## config.mk

```make
export PLATFORM = sky130hd
export DESIGN_NAME = ct_calendar
export DESIGN_NICKNAME = d
export VERILOG_FILES = /design/src/rtl/ct_calendar.sv
export SDC_FILE = /design/constraint.sdc
export NUM_CORES = 1
export LEC_CHECK = 0
export ABC_AREA = 1
export BUFFER_PORTS_ARGS = -buffer_cell sky130_fd_sc_hd__buf_2
export CAP_MARGIN = 25
export CORE_UTILIZATION = 46
export CTS_CLUSTER_DIAMETER = 120
export CTS_CLUSTER_SIZE = 25
export DETAILED_ROUTE_END_ITERATION = 8
export PLACE_DENSITY = 0.75
export RECOVER_POWER = 25
export SLEW_MARGIN = 25
export SYNTH_ARGS = -nofsm -noshare
export SYNTH_HDL_FRONTEND = slang
export SYNTH_SLANG_ARGS = --single-unit
```

## constraint.sdc

```tcl
create_clock -name clk -period 14.25 [get_ports clk]
set_clock_uncertainty 0.15 [all_clocks]
set_input_delay 4.275 -clock clk [delete_from_list [all_inputs] [get_ports clk]]
set_output_delay 4.275 -clock clk [all_outputs]
set_load 0.01 [all_outputs]
```

## src/rtl/ct_calendar.sv

```systemverilog
// rtl/ct_calendar.sv - day counter with month/date/day-of-year/year decode and validated load
// Advances one day per en pulse; doy is kept as its own counter alongside month/date.
module ct_calendar #(
   parameter int YEAR_W    = 12,
   parameter int YEAR_INIT = 2000,
   parameter bit LEAP_EN   = 1'b1
) (
   input  logic              clk,
   input  logic              rst,
   input  logic              en,
   input  logic              ld,
   input  logic [YEAR_W-1:0] ld_year,
   input  logic [3:0]        ld_month,
   input  logic [4:0]        ld_date,
   output logic [YEAR_W-1:0] year,
   output logic [3:0]        month,
   output logic [4:0]        date,
   output logic [8:0]        doy,
   output logic              leap,
   output logic              z,
   output logic              ld_err
);

   // Year is widened first so the /100 and /400 tests stay correct for narrow YEAR_W.
   function automatic logic f_is_leap(input logic [YEAR_W-1:0] y);
      logic [31:0] v;
      v = 32'(y);
      if (!LEAP_EN)
         return 1'b0;
      return (v[1:0] == 2'd0) && (((v % 32'd100) != 32'd0) || ((v % 32'd400) == 32'd0));
   endfunction

   function automatic logic [4:0] f_dim(input logic [3:0] m, input logic lp);
      case (m)
         4'd2:                      return 5'd28 + {4'd0, lp};
         4'd4, 4'd6, 4'd9, 4'd11:   return 5'd30;
         default:                   return 5'd31;
      endcase
   endfunction

   function automatic logic [8:0] f_cum(input logic [3:0] m, input logic lp);
      logic [8:0] c;
      case (m)
         4'd2:    c = 9'd31;
         4'd3:    c = 9'd59;
         4'd4:    c = 9'd90;
         4'd5:    c = 9'd120;
         4'd6:    c = 9'd151;
         4'd7:    c = 9'd181;
         4'd8:    c = 9'd212;
         4'd9:    c = 9'd243;
         4'd10:   c = 9'd273;
         4'd11:   c = 9'd304;
         4'd12:   c = 9'd334;
         default: c = 9'd0;
      endcase
      if (m > 4'd2)
         c = c + {8'd0, lp};
      return c;
   endfunction

   logic [YEAR_W-1:0] r_year;
   logic [3:0]        r_month;
   logic [4:0]        r_date;
   logic [8:0]        r_doy;
   logic              r_leap;
   logic              r_ld_err;

   logic              w_ld_leap;
   logic              w_ld_ok;
   logic [4:0]        w_dim;
   logic [YEAR_W-1:0] w_year_inc;
   logic              w_inc_leap;
   logic [8:0]        w_ld_doy;

   assign w_ld_leap  = f_is_leap(ld_year);
   assign w_ld_ok    = (ld_month >= 4'd1) && (ld_month <= 4'd12) &&
                       (ld_date >= 5'd1) && (ld_date <= f_dim(ld_month, w_ld_leap));
   assign w_ld_doy   = f_cum(ld_month, w_ld_leap) + {4'd0, ld_date} - 9'd1;
   assign w_dim      = f_dim(r_month, r_leap);
   assign w_year_inc = r_year + YEAR_W'(1);
   assign w_inc_leap = f_is_leap(w_year_inc);

   always_ff @(posedge clk) begin
      if (rst) begin
         r_year   <= YEAR_W'(YEAR_INIT);
         r_month  <= 4'd1;
         r_date   <= 5'd1;
         r_doy    <= 9'd0;
         r_leap   <= f_is_leap(YEAR_W'(YEAR_INIT));
         r_ld_err <= 1'b0;
      end else if (ld) begin
         // A load owns the edge; a coincident en is dropped even when the load is rejected.
         if (w_ld_ok) begin
            r_year   <= ld_year;
            r_month  <= ld_month;
            r_date   <= ld_date;
            r_doy    <= w_ld_doy;
            r_leap   <= w_ld_leap;
            r_ld_err <= 1'b0;
         end else begin
            r_ld_err <= 1'b1;
         end
      end else begin
         r_ld_err <= 1'b0;
         if (en) begin
            if (r_date < w_dim) begin
               r_date <= r_date + 5'd1;
               r_doy  <= r_doy + 9'd1;
            end else if (r_month < 4'd12) begin
               r_month <= r_month + 4'd1;
               r_date  <= 5'd1;
               r_doy   <= r_doy + 9'd1;
            end else begin
               r_month <= 4'd1;
               r_date  <= 5'd1;
               r_doy   <= 9'd0;
               r_year  <= w_year_inc;
               r_leap  <= w_inc_leap;
            end
         end
      end
   end

   assign year   = r_year;
   assign month  = r_month;
   assign date   = r_date;
   assign doy    = r_doy;
   assign leap   = r_leap;
   assign ld_err = r_ld_err;
   assign z      = (r_month == 4'd12) && (r_date == 5'd31);

endmodule

```

==> impl_summary.log <==
INFO  metric outcome = complete, no violations
INFO  metric grtUsageTotal = 22.7%
INFO  metric route.vias.total = 5658
INFO  metric cts.sink_count = 32
INFO  metric area_growth = 10.4%
INFO  metric finish.utilization = 53.1%
INFO  metric ctsHoldBuffers = 0
INFO  metric share_of_synthesized_registers_carrying_an_async_set_or_reset = 0%
INFO  metric finalHoldViolCount = 0
INFO  metric drtPass1Iterations = 5
INFO  metric postSynthAreaPerCell = about 6 um^2
INFO  metric total_leakage_power = 2.95 nW
INFO  metric final_nets = 981
INFO  metric antenna-diode-count = 0
INFO  metric postRouteAntennaNets = 0
INFO  metric grt_pass1_vias = 5029
INFO  metric worstSetupEndpointType = flop
INFO  metric globalRouteOverflowTotal = 0
INFO  metric cts_made_buffers = 5
INFO  metric fillerInstances = 1168
INFO  metric synthFlopType = dfxtp_1
INFO  metric htree_levels = 2
INFO  metric placementRows = 38
INFO  metric critical_path_peak_fanout = 22
INFO  metric yosys.cell_types.count = 47
INFO  metric clock.fmax = 87.2 MHz
INFO  metric p_per_area = 131 mW/mm^2
INFO  metric layout-drive-gt1-share = roughly 17%
INFO  metric grt_antenna_before_repair = 0
INFO  metric netlist_area = 0.00531 mm^2
INFO  metric synth_seq_cells = 32
INFO  metric pin_count_of_the_biggest_net_entering_global_routing = 26
INFO  metric floorplan.die_area = 0.0120 mm^2
INFO  metric slew-limit-headroom = 49.8%
INFO  metric area.sequential = approximately 640 um^2
INFO  metric synth_warnings = 0
INFO  metric maxCapViolCount = 0
INFO  metric final_max_slew_viol_count = 0
INFO  metric yosysSeqAreaShare = around an eighth
INFO  metric tritoncts = yes
INFO  metric worstHoldPathType = reg2reg
INFO  metric chipHeight = 109 um
INFO  metric placed_cells = between 1000 and 1500
INFO  metric worst-endpoint-required = 14260 ps
INFO  metric most_frequent_cell_on_the_critical_path = nand2_1
INFO  metric grt_setup_unrepaired = false
INFO  metric timing.final.crit_share = 80.5%
INFO  metric clkLatencyLatePin = 270 ps
INFO  metric clkSlewWorstSetupHoldPaths = 50 ps
INFO  metric cts_setup_buffers = 0
INFO  metric final.setup.worst_slack = approximately 2800 ps
INFO  metric max-clock-path-buffers = 2
INFO  metric place.gp.congestion = 0.898
INFO  metric synthDominantAreaCellType = nand2_1
INFO  metric critical-path-slowest-cell = a2111oi_0
INFO  metric finish.instance_area = slightly below 0.006 mm^2
INFO  metric synth_top_cells_by_area = nand2_1, dfxtp_1, ha_1
INFO  metric vias_per_cell = around 5.3
INFO  metric initial_utilization = between 40% and 50%
INFO  metric cp.arrival = approximately 11000 ps
INFO  metric post_layout_nonfiller_instances = 1060
INFO  metric global_route_wire_length_before_repair = approximately 22000 um
INFO  metric post_cts.resized_instances = 0
INFO  metric crit_path_start_kind = primary input
INFO  metric drt_first_iter_violations = 427
INFO  metric most_instantiated_library_cell_after_synthesis = nand2_1
INFO  metric final.hold.worst_slack = around 380 ps
INFO  metric drt_drc_violations_left = 0
INFO  metric synth_cells = 868
INFO  metric post_drt_wl_per_cell = 12.5 um
INFO  metric setup_viol = 0
INFO  metric ctsRootBufferMaster = clkbuf_16
INFO  metric place.detailed.hpwl = between 10000 and 15000 um
INFO  metric vdd_drop_max = 0.117 mV
INFO  metric finalWirelength = 13200 um
INFO  metric critical_path.max_stage_delay = 530 ps
INFO  metric die-width = 109 um
INFO  metric numPortBuffers = 57
INFO  metric synth_top_cell_area_share = 14.6%
INFO  metric top_level_ports = 58
INFO  metric multi_input_area = 0.00414 mm^2
INFO  metric placement.setup.worst_slack = 2570 ps
INFO  metric core_region_area = 0.0110 mm^2
INFO  metric fin_total_pwr = 0.765 mW
INFO  metric tightest_slew = 752 ps
INFO  metric setup_slack_reg_to_reg = around 8700 ps
INFO  metric synth_nets = 930
INFO  metric dpl-instance-area = about 0.0057 mm^2
INFO  metric minimum_clock_period = between 10000 and 15000 ps
INFO  metric synth_enable_flop_cells = 0
INFO  metric timing.setup.critical_path_class = in2reg
INFO  metric finalSetupTns = 0 ps
INFO  metric synth_commonest_cells = nand2_1, inv_1, nor2_1, o21ai_0, nand3_1
==> cell families after synthesis <==
| family | count (synthesis) | synth area share [%] |
|---|---|---|
| AND/OR/NAND/NOR | 490 | 48.3 |
| multiplexers | 1 | 0.189 |
| adder cells (fa/ha/maj) | 37 | 8.87 |
| AO/OA/AOI/OAI | 145 | 16.5 |
| XOR/XNOR | 26 | 4.29 |
| flip-flops | 32 | 12.1 |
| buffers and inverters | 137 | 9.86 |
==> registers in the layout (all words and copies together), names as in the netlist <==
signal	count
date	5
doy	9
ld_err	1
leap	1
month	4
year	12
==> report_power, final <==
part | switching, mW | internal, mW | total (mW)
clock | 0.0375 | 0.0821 | 0.120
combinational | 0.353 | 0.183 | 0.536
sequential | 0.0117 | 0.0979 | 0.110
total | 0.402 | 0.363 | 0.765
==> layer usage <==
metal  share of wire (%)  wire (um)  global-route usage [%]  vias to the layer above
li1                    -          -                       -                     3008
met1                  47       6240                    29.1                     2516
met2                  47       6240                    40.2                      113
met3                 3.4        455                    2.19                       21
met4                 2.0        266                    6.57                        0
met5                   0          0                       0                        -
==> cells in the final DEF, fill, tap and decap left out, types with 13 or more instances in the layout <==
| master | instances |
|---|---|
| nand2_2 | 40 |
| nand3_1 | 54 |
| nand2_1 | 207 |
| inv_1 | 118 |
| a21oi_1 | 36 |
| o211ai_1 | 20 |
| nor2_4 | 13 |
| ha_1 | 36 |
| clkbuf_1 | 17 |
| dfxtp_1 | 32 |
| nand4_1 | 47 |
| nor2_1 | 74 |
| xor2_1 | 19 |
| buf_2 | 41 |
| o21ai_0 | 57 |
==> worst max-delay path: cells and delay by family <==
| family | cells | cell delay, ps |
|---|---|---|
| compound gates | 9 | 1620 |
| fa+ha+maj | 2 | 330 |
| buf+inv | 7 | 1430 |
| simple gates | 28 | 3810 |
==> worst paths after layout <==
path / from / end / cells after the start
worst max register to register: year[0] / leap / 37
worst max-delay path: ld_year[9] / year[0] / 46
worst min-delay path: doy[0] / doy[0] / 2
worst min register to register: doy[0] / doy[0] / 2
==> cell type report <==
| class | count | area share [%] |
|---|---|---|
| clock buffers | 6 | 2.20 |
| clock inverters | 2 | 0.598 |
| inverters | 123 | 7.88 |
| multi-input cells | 699 | 70.7 |
| flip-flops and latches | 32 | 10.9 |
| well taps | 140 | 2.99 |
| repair buffers | 58 | 4.66 |
(Power assumes the default switching activity.)
